**config.mk**
```make
export PLATFORM = sky130hd
export DESIGN_NAME = lfsr_seq_ctrl_flat
export DESIGN_NICKNAME = d
export VERILOG_FILES = /design/src/rtl/lfsr_seq_ctrl_if.sv /design/src/rtl/lfsr_seq_ctrl.sv /design/src/flat_wrapper.sv
export SDC_FILE = /design/constraint.sdc
export NUM_CORES = 1
export LEC_CHECK = 0
export ABC_CLOCK_PERIOD_IN_PS = 1880
export CORE_MARGIN = 3
export CORE_UTILIZATION = 30
export CTS_CLUSTER_SIZE = 30
export DETAILED_ROUTE_END_ITERATION = 10
export SYNTH_ARGS = -nofsm -noshare
export SYNTH_HDL_FRONTEND = slang
export SYNTH_SLANG_ARGS = --single-unit
```
**constraint.sdc**
```tcl
create_clock -name clk -period 1.88 [get_ports clk]
set_input_delay 0.376 -clock clk [delete_from_list [all_inputs] [get_ports clk]]
set_output_delay 0.376 -clock clk [all_outputs]
set_load 0.1 [all_outputs]
```
**src/rtl/lfsr_seq_ctrl_if.sv**
```systemverilog
// lfsr_seq_ctrl_if: host/consumer handshake bundle for the LFSR sequencing controller.
interface lfsr_seq_ctrl_if #(parameter int CNT_W = 8);
  logic             start;
  logic [3:0]       seed;
  logic [CNT_W-1:0] len;
  logic             abort;
  logic             out_ready;
  logic             out_valid;
  logic [3:0]       out_data;
  logic             busy;
  logic             done;
  logic             err;
  modport master (output start, seed, len, abort, out_ready,
                  input  out_valid, out_data, busy, done, err);
  modport slave  (input  start, seed, len, abort, out_ready,
                  output out_valid, out_data, busy, done, err);
endinterface

```
**src/rtl/lfsr_seq_ctrl.sv**
```systemverilog
// lfsr_seq_ctrl: streams len states of a 4-bit Fibonacci LFSR over valid/ready, with done/err/abort.
module lfsr_seq_ctrl #(parameter int CNT_W = 8) (
  input logic            clk,
  input logic            rst,
  lfsr_seq_ctrl_if.slave bus
);
  typedef enum logic {IDLE, EMIT} state_t;
  state_t           r_state, w_next;
  logic [3:0]       r_q;
  logic [CNT_W-1:0] r_rem;
  logic             r_done, r_err;
  logic             w_bad, w_go, w_step, w_last;
  always_comb begin
    w_bad  = bus.seed == 4'h0 || bus.len == '0;
    w_go   = r_state == IDLE && bus.start && !w_bad;
    // abort wins over a same-cycle handshake, so the state never advances on it
    w_step = r_state == EMIT && bus.out_ready && !bus.abort;
    w_last = w_step && r_rem == CNT_W'(1);
    w_next = w_go ? EMIT : (r_state == EMIT && (bus.abort || w_last)) ? IDLE : r_state;
  end
  always_ff @(posedge clk) begin
    if (rst) begin
      r_state <= IDLE;
      r_q     <= 4'h0;
      r_rem   <= '0;
      r_done  <= 1'b0;
      r_err   <= 1'b0;
    end else begin
      r_state <= w_next;
      r_done  <= w_last;
      r_err   <= r_state == IDLE && bus.start && w_bad;
      if (w_go) begin
        r_q   <= bus.seed;
        r_rem <= bus.len;
      end else if (w_step) begin
        r_q   <= {r_q[3] ^ r_q[2], r_q[1:0], r_q[3]};
        r_rem <= r_rem - CNT_W'(1);
      end
    end
  end
  assign bus.out_valid = r_state == EMIT;
  assign bus.busy      = r_state == EMIT;
  assign bus.out_data  = r_q;
  assign bus.done      = r_done;
  assign bus.err       = r_err;
endmodule

```
**src/flat_wrapper.sv**
```systemverilog
// flat-port wrapper written by rule: the top's interface ports become plain ports
module lfsr_seq_ctrl_flat 
#(parameter int CNT_W = 8)
  (clk, rst, bus_start, bus_seed, bus_len, bus_abort, bus_out_ready, bus_out_valid, bus_out_data, bus_busy, bus_done, bus_err);
  lfsr_seq_ctrl_if #(.CNT_W(CNT_W)) bus_i ();
  input logic clk;
  input logic rst;
  input wire logic [$bits(bus_i.start)-1:0] bus_start;
  input wire logic [$bits(bus_i.seed)-1:0] bus_seed;
  input wire logic [$bits(bus_i.len)-1:0] bus_len;
  input wire logic [$bits(bus_i.abort)-1:0] bus_abort;
  input wire logic [$bits(bus_i.out_ready)-1:0] bus_out_ready;
  output wire logic [$bits(bus_i.out_valid)-1:0] bus_out_valid;
  output wire logic [$bits(bus_i.out_data)-1:0] bus_out_data;
  output wire logic [$bits(bus_i.busy)-1:0] bus_busy;
  output wire logic [$bits(bus_i.done)-1:0] bus_done;
  output wire logic [$bits(bus_i.err)-1:0] bus_err;
  assign bus_i.start = bus_start;
  assign bus_i.seed = bus_seed;
  assign bus_i.len = bus_len;
  assign bus_i.abort = bus_abort;
  assign bus_i.out_ready = bus_out_ready;
  assign bus_out_valid = bus_i.out_valid;
  assign bus_out_data = bus_i.out_data;
  assign bus_busy = bus_i.busy;
  assign bus_done = bus_i.done;
  assign bus_err = bus_i.err;
  lfsr_seq_ctrl #(.CNT_W(CNT_W)) u_core (.clk(clk), .rst(rst), .bus(bus_i));
endmodule
```
==> results.yml, run 1 <==
layout:
  stdcell_area_um2: 1241
  area_growth_pct: 40.31
  fin_util: 0.4462
  drive_gt1_frac: 0.2016
  diodes: 0
  fin_cells: 155
  nets: 144
  mostFrequentLayoutCells: "16 x clkdlybuf4s50_1, 14 x dfxtp_1, 13 x a21oi_1"
  layout_commonest_cell: "clkdlybuf4s50_1"
setup_path:
  crit_path_end_kind: "flip-flop"
  cp.depth: 6
  slowest_stage: "clkdlybuf4s50_1"
  worstPathRequired_ps: 2100
  crit_arrival_ps: 1810
  setup.worst_path.end: "u_core.r_rem[7]$_SDFFE_PP0P_"
  cp_max_fo: 14
  setup.worst_path.class: "input pin to flip-flop"
  worst-path-buf-inv: 2
  timing.rr.end: "u_core.r_rem[6]$_SDFFE_PP0P_"
  startpoint: "bus_seed[1]"
  r2r_start: "u_core.r_rem[0]$_SDFFE_PP0P_"
  critical-path-top-delay-family: "buffers and inverters"
  r2r.worst_path.cells: 6
  crit_chain: "clkdlybuf4s50_1, nor4_2, buf_4, a211o_4, a32oi_1, o22ai_1"
  slowest_delay_ps: 440
  startpoint_type: "input pin"
  reg2reg_slack_ps: 380
power:
  power_frac_comb: 0.343
  swShare: 0.3545
  p_leak_uw: 0.0004563
  p_seq_frac: 0.432
  power.density_nw_per_um2: 688.9
  power.net_switching_uw: 303.1
  ir_worst_vdd_v: 0.0003646
  p_int_uw: 552.0
  pwr-share-clk: 0.225
logic_synthesis:
  ys_types: 35
  async_flop_share: 0
  synth_area_um2: 884.6
  synthFlopType: "dfxtp_1"
  ys.warnings.count: 0
  syn_area_per_cell_um2: 9.120
  ys_seq_area_frac: 0.3395
  ys_seq_elements: 15
  synth_cells: 97
  syn_nets: 116
  synth-edff-count: 0
grt:
  grt_use_total: 0.1264
  grt_overflow: 0
  grt_pass1_wl_mm: 3.456
  grt_pass1_vias: 765
  grt_max_degree: 18
  antenna_found_initial: 0
hold_path:
  hp-class: "flip-flop to flip-flop"
floorplan:
  start_util: 0.3180
  die_x_um: 60.30
  pin_count: 25
  die_y_um: 60.30
  core_area_um2: 2781
  die-area_um2: 3636
  row_count: 19
timing:
  max_slew_margin: 0.6674
  tns_ps: 0
  hold_violations: 0
  finClkSkew_ps: 3.222
  max_freq_ghz: 0.6298
  min_period_ps: 1588
  setup_viol: 0
  tightest_slew_ps: 497.0
  drv_slew: 0
  rsz0062_at_grt: "no"
  finalCritPeriodShare: 0.8445
clock_tree:
  clockRootBuffer: "clkbuf_4"
  ctsHoldBuffers: 0
  cts_sinks: 15
  htreeDepth: 1
  path_clk_slew_ps: 100
  clock_path_buffers: 2
  cts_setup_buffers: 0
  clk_latency_ps: 280
  tritoncts: "built"
  cts_resized: 0
  cts_buffers: 3
drt:
  drc: 0
  detail-route-antenna-nets: 0
  vias: 847
  dr.pass1.iters: 4
  avgRoutedWirePerCell_um: 13.61
  drtIter0Drc: 28
  viasPerCell: 5.465
  wl_mm: 2.110
place:
  placed_cell_area_um2: 1215
  dp_cells: 151
  io_buffers: 24
  gp_congestion: 0.7891
  hpwlAfterDp_mm: 1.610
status:
  status: "finished, final reports clean"
run:
  drv_cap: 0
## worst register-to-register path, delay by kind of cell (launching register included)
family          cells  cell delay (ps)
xor+xnor            1              150
simple gates        2              560
fa+ha+maj           1              170
buf+inv             1               80
compound gates      1               80
flops               1              350
## sequential cells by signal, indices dropped and copies added (netlist names)
name	count
u_core.r_rem	8
u_core.bus.out_data	4
u_core.bus.busy	1
u_core.bus.done	1
u_core.bus.err	1
## synth_stat cells (all sizes together) (2+ instances only)
master	number	area (um^2)
a21oi	13	65.06
a22oi	4	30.03
a31oi	4	25.02
a32oi	2	17.52
buf	2	27.53
clkbuf	2	11.26
dfxtp	15	300.3
ha	2	25.02
inv	2	7.510
nand2	5	18.77
nand2b	4	32.53
nand3	8	45.04
nand3b	3	22.52
nor2	7	26.28
nor3	4	25.02
nor4	4	67.56
o22ai	2	12.51
xor2	3	26.28
## layer usage
| metal | up-vias | part of all wire | track usage |
|---|---|---|---|
| met3 | 4 | 0.075 | 0.03888 |
| met1 | 399 | 0.43 | 0.1667 |
| met2 | 28 | 0.47 | 0.1960 |
| met5 | - | 0 | 0 |
| met4 | 0 | 0.018 | 0.04114 |
| li1 | 416 | - | - |
## per-stage QoR
step                      worst slack (ps)  hold slack, ps  power [uW]
after global placement               5.613           482.4       668.3
after floorplan                      328.1           454.5       560.8
after CTS                            309.5           507.3       859.6
final                                292.3           500.9       855.1
after global routing                 206.8           530.4       899.4
after detailed placement             3.883           493.3       670.3
## power by group through the flow
stage | Combinational [uW] | Sequential (uW) | Clock [uW]
3_5_place_dp | 293 | 377 | 0
6_report | 293 | 370 | 192
5_1_grt | 318 | 374 | 207
3_3_place_gp | 292 | 377 | 0
4_1_cts | 294 | 370 | 196
2_1_floorplan | 137 | 423 | 0
## worst min path at each step
stage	from	end	slack [ps]	cells after the start
6_report	u_core.r_rem[1]$_SDFFE_PP0P_	u_core.r_rem[1]$_SDFFE_PP0P_	500	2
5_1_grt	u_core.r_rem[1]$_SDFFE_PP0P_	u_core.r_rem[1]$_SDFFE_PP0P_	530	2
4_1_cts	u_core.r_rem[1]$_SDFFE_PP0P_	u_core.r_rem[1]$_SDFFE_PP0P_	510	2
3_5_place_dp	u_core.r_rem[1]$_SDFFE_PP0P_	u_core.r_rem[1]$_SDFFE_PP0P_	490	2
3_3_place_gp	u_core.r_rem[1]$_SDFFE_PP0P_	u_core.r_rem[1]$_SDFFE_PP0P_	480	2
2_1_floorplan	rst	u_core.bus.err$_SDFF_PP0_	450	1
## layout make-up
type                       instances  area, um^2
fill                             282        1540
sequential                        15       301.5
tap                               31       38.79
timing repair buffer              28       337.8
clock buffer                       4       26.28
inverter                           2       7.507
multi-input combinational         75       529.3
## logic make-up (layout without fill, tap and decap cells)
| group | Yosys count | after routing | synth area share |
|---|---|---|---|
| xor+xnor | 4 | 4 | 0.03961 |
| flops | 15 | 15 | 0.3395 |
| compound gates | 28 | 28 | 0.2093 |
| buf+inv | 7 | 34 | 0.06224 |
| simple gates | 41 | 41 | 0.3211 |
| fa+ha+maj | 2 | 2 | 0.02828 |
Power figures use the tool's default switching activity.
==> run 2, diff against run 1 <==
Settings changed: ABC_CLOCK_PERIOD_IN_PS 1880 to 1700.
Clock period 1.88 ns to 1.7 ns, I/O delays scaled along.
==> run 2 against run 1 <==
  * Power up 10%
  * Via count is 2.1% lower
  * Sequential share of layout area is 1.0 points lower
  * Critical path type unchanged
  * Largest cell class unchanged
  * Largest power group unchanged
  * Utilization increased by 2.0 points
  * Combinational power grew 13%
  * Clock power increased by 6%
  * First-iteration DRC count fell by 3.6%
  * Register-to-register slack worse by 170 ps
==> results.yml, run 2 (synthesis gave the netlist of run 1 again) <==
status:
  status: "finished, final reports clean"
timing:
  max_slew_margin: 0.6316
  max_freq_ghz: 0.6471
  setup_viol: 0
  finClkSkew_ps: 3.486
  tightest_slew_ps: 550.5
  drv_slew: 0
  finalCritPeriodShare: 0.9090
  min_period_ps: 1545
  hold_violations: 0
  rsz0062_at_grt: "no"
layout:
  layout_commonest_cell: "clkdlybuf4s50_1"
  largest_register: "u_core.r_rem"
  drive_gt1_frac: 0.2266
  mostFrequentLayoutCells: "16 x clkdlybuf4s50_1, 14 x dfxtp_1, 13 x a21oi_1"
  largest_register_ffs: 8
  fillers: 277
  fin_cells: 159
  fin_util: 0.4660
  nets: 148
  area_growth_pct: 46.53
  diodes: 0
place:
  dp_cells: 155
  gp_congestion: 0.7882
  hpwlAfterDp_mm: 1.613
  io_buffers: 24
clock_tree:
  cts_setup_buffers: 0
  cts_buffers: 3
  tritoncts: "built"
  ctsHoldBuffers: 0
  htreeDepth: 1
  cts_resized: 0
  path_clk_slew_ps: 90
  clk_latency_ps: 280
  cts_sinks: 15
  clock_path_buffers: 2
  clockRootBuffer: "clkbuf_4"
drt:
  dr.pass1.iters: 4
  drtIter0Drc: 27
  drc: 0
  avgRoutedWirePerCell_um: 13.04
  vias: 829
  wl_mm: 2.074
  viasPerCell: 5.214
  detail-route-antenna-nets: 0
power:
  total_power_uw: 943.1
  p_leak_uw: 0.0004815
  ir_worst_vdd_v: 0.0004418
  power.density_nw_per_um2: 727.5
hold_path:
  min-delay-start: "u_core.r_rem[1]$_SDFFE_PP0P_"
  hp-class: "flip-flop to flip-flop"
floorplan:
  pin_count: 25
  core_area_um2: 2781
  start_util: 0.3180
  row_count: 19
  die_x_um: 60.30
  die_y_um: 60.30
  die-area_um2: 3636
setup_path:
  startpoint: "bus_seed[2]"
  crit_path_end_kind: "flip-flop"
  setup.worst_path.class: "input pin to flip-flop"
  worstPathRequired_ps: 1860
  cp_max_fo: 14
  crit_arrival_ps: 1710
  r2r_start: "u_core.r_rem[0]$_SDFFE_PP0P_"
  startpoint_type: "input pin"
grt:
  grt_overflow: 0
  grt_pass1_wl_mm: 3.387
  grt_pass1_vias: 761
  grt_use_total: 0.1237
  antenna_found_initial: 0
  grt_max_degree: 18
run:
  drv_cap: 0
## run 2: layout make-up
| cell class | count | area, um^2 | share of cell area |
|---|---|---|---|
| clock buffers | 4 | 26.28 | 0.02027 |
| multi-input cells | 75 | 529.3 | 0.4083 |
| repair buffers | 32 | 392.9 | 0.3031 |
| inverters | 2 | 7.507 | 0.005792 |
| flip-flops and latches | 15 | 301.5 | 0.2326 |
| well taps | 31 | 38.79 | 0.02992 |
## run 2: critical path, stage by stage
cell	delay, ps
clkdlybuf4s50_1	500
nor4_2	60
buf_4	130
a211o_4	340
a32oi_1	230
o22ai_1	110
## run 2: power by group
part	switching [uW]	internal, uW	total (uW)
registers	34.1	376	410
clock network	112	90.8	203
logic	181	149	330
total	327	616	943
## run 2: metal layers
layer	vias up	track usage	wire, um
met3	2	0.02160	131
met1	375	0.1665	943
met4	0	0.04747	17
met2	24	0.1960	981
li1	428	-	-
met5	-	0	0
## run 2: per-stage QoR
| stage | hold WS (ps) | setup TNS, ps | setup WS, ps | cell area (um^2) |
|---|---|---|---|---|
| floorplan | 418.5 | 0 | 148.1 | 885.9 |
| global placement | 486.0 | -838.6 | -114.6 | 1270 |
| detailed placement | 485.0 | -1145 | -144.0 | 1270 |
| CTS | 497.4 | 0 | 166.0 | 1296 |
| global route | 526.3 | 0 | 64.65 | 1296 |
| finish | 491.3 | 0 | 154.7 | 1296 |
## run 2: worst paths after layout
path | to | slack (ps) | depth (start not counted)
min reg2reg | u_core.r_rem[1]$_SDFFE_PP0P_ | 490 | 2
min | u_core.r_rem[1]$_SDFFE_PP0P_ | 490 | 2
max reg2reg | u_core.r_rem[6]$_SDFFE_PP0P_ | 210 | 6
max | u_core.r_rem[5]$_SDFFE_PP0P_ | 150 | 6
==> run 3, diff against run 2 <==
==> constraint.sdc (replaced) <==
create_clock -name clk -period 1.7 [get_ports clk]
set_input_delay 0.425 -clock clk [delete_from_list [all_inputs] [get_ports clk]]
set_output_delay 0.425 -clock clk [all_outputs]
set_load 0.1 [all_outputs]
==> run 3 against run 2 <==
  * Hold slack improved by 12 ps
  * Combinational power rose by 2%
  * Die area unchanged
  * Global-route usage up 1.4 points
  * Power rose by 1.7%
  * Utilization is 0.72 points higher
  * First-iteration DRC count up 22%
  * Sequential power about the same
  * Cell count increased by 0.63%
  * Sequential cell count unchanged
  * Routed wire length is 11% higher
  * Critical path type unchanged
  * Largest cell class unchanged
  * Largest power group unchanged
==> results.yml, run 3 (synthesis gave the netlist of run 1 again) <==
status:
  status: "finished, final reports clean"
grt:
  grt_use_total: 0.1373
  antenna_found_initial: 0
  grt_pass1_vias: 813
  grt_max_degree: 18
  grt_pass1_wl_mm: 3.739
  grt_overflow: 0
layout:
  stdcell_area_um2: 1316
  diodes: 0
  largest_register: "u_core.r_rem"
  nets: 149
  fillers: 269
  mostFrequentLayoutCells: "15 x clkdlybuf4s50_1, 14 x dfxtp_1, 12 x a21oi_1"
  largest_register_ffs: 8
  area_growth_pct: 48.80
  layout_commonest_cell: "clkdlybuf4s50_1"
  drive_gt1_frac: 0.2558
  fin_cells: 160
setup_path:
  crit_chain: "clkdlybuf4s50_1, nor4_4, buf_4, a211o_4, a32oi_1, o22ai_1"
  critical-path-top-delay-family: "buffers and inverters"
  setup.worst_path.class: "input pin to flip-flop"
  startpoint_type: "input pin"
  worstPathRequired_ps: 1880
  cp.depth: 6
  slowest_delay_ps: 530
  timing.rr.end: "u_core.r_rem[6]$_SDFFE_PP0P_"
  cp_max_fo: 7
  crit_path_end_kind: "flip-flop"
  slowest_stage: "clkdlybuf4s50_1"
  reg2reg_slack_ps: 150
  r2r.worst_path.cells: 6
  startpoint: "bus_len[0]"
  r2r_start: "u_core.r_rem[0]$_SDFFE_PP0P_"
  crit_arrival_ps: 1870
  worst-path-buf-inv: 2
place:
  dp_cells: 154
  io_buffers: 24
  placed_cell_area_um2: 1262
  gp_congestion: 0.8116
  place_ws_ps: -264.6
  hpwlAfterDp_mm: 1.687
floorplan:
  core_area_um2: 2781
  die-area_um2: 3636
  die_x_um: 60.30
  die_y_um: 60.30
  start_util: 0.3180
  pin_count: 25
  row_count: 19
power:
  pwr-share-clk: 0.220
  ir_worst_vdd_v: 0.0006129
  power.net_switching_uw: 344.9
  p_seq_frac: 0.427
  p_int_uw: 614.4
  power.density_nw_per_um2: 728.8
  total_power_uw: 959.2
  p_leak_uw: 0.0004976
  swShare: 0.3595
  power_frac_comb: 0.353
timing:
  setup_viol: 0
  finClkSkew_ps: 0.6533
  hold_violations: 0
  min_period_ps: 1694
  drv_slew: 0
  setup_ws_ps: 5.556
  tightest_slew_ps: 410.0
  finalCritPeriodShare: 0.9967
  max_freq_ghz: 0.5902
  max_slew_margin: 0.7246
  rsz0062_at_grt: "yes"
  tns_ps: 0
drt:
  wl_mm: 2.303
  detail-route-antenna-nets: 0
  viasPerCell: 5.494
  vias: 879
  drc: 0
  drtIter0Drc: 33
  avgRoutedWirePerCell_um: 14.39
  dr.pass1.iters: 4
clock_tree:
  cts_sinks: 15
  clk_latency_ps: 280
  htreeDepth: 1
  clockRootBuffer: "clkbuf_4"
  cts_buffers: 3
  clock_path_buffers: 2
  path_clk_slew_ps: 100
  tritoncts: "built"
hold_path:
  min_to: "u_core.r_rem[6]$_SDFFE_PP0P_"
  hold_depth: 3
  min-delay-start: "bus_len[6]"
  hp-class: "input pin to flip-flop"
run:
  drv_cap: 0
run 3: area by class of cell:
class                           instances  area (um^2)  share of cell area
Timing Repair Buffer                   32        395.4              0.3004
Inverter                                2        7.507            0.005703
Clock inverter                          1        5.005            0.003802
Tap cell                               31        38.79             0.02947
Clock buffer                            3        22.52             0.01711
Sequential cell                        15        301.5              0.2291
Multi-Input combinational cell         76        545.5              0.4144
run 3: per-layer routing:
metal,wire [um],GRT usage
met5,0,0
met4,74,0.07595
met3,108,0.03024
met2,1103,0.2052
met1,1017,0.1819
run 3: power groups by stage:
| stage | Combinational, uW | Sequential [uW] | Clock (uW) |
|---|---|---|---|
| final | 338 | 410 | 211 |
| after global routing | 364 | 415 | 232 |
| after CTS | 333 | 410 | 215 |
| after detailed placement | 330 | 418 | 0 |
| after global placement | 328 | 417 | 0 |
| after floorplan | 152 | 468 | 0 |
run 3: worst reg2reg max path, stage by stage, from the launching register on:
cell      delay, ps
dfxtp_1         360
inv_1            90
ha_1            180
or3b_1          410
nor3_2          170
xnor2_1         170
o211ai_2         90
run 3: how the worst max path moves through the flow:
stage	to
finish	u_core.r_rem[7]$_SDFFE_PP0P_
global route	u_core.r_rem[5]$_SDFFE_PP0P_
CTS	u_core.r_rem[7]$_SDFFE_PP0P_
detailed placement	u_core.r_rem[7]$_SDFFE_PP0P_
global placement	u_core.r_rem[5]$_SDFFE_PP0P_
floorplan	u_core.r_rem[2]$_SDFFE_PP0P_
run 3: timing repair:
action,in CTS,in global routing
endpoints found under the setup margin,0,9
endpoints found under the hold margin,0,0
setup buffers,0,1
hold buffers,0,0
gates resized for setup,0,3
run 3: metrics by stage:
stage | hold slack (ps) | util
2_1_floorplan | 460.9 | -
3_3_place_gp | 483.6 | 0.4539
3_5_place_dp | 499.1 | 0.4539
4_1_cts | 513.2 | 0.4638
5_1_grt | 511.9 | 0.4732
6_report | 503.1 | 0.4732
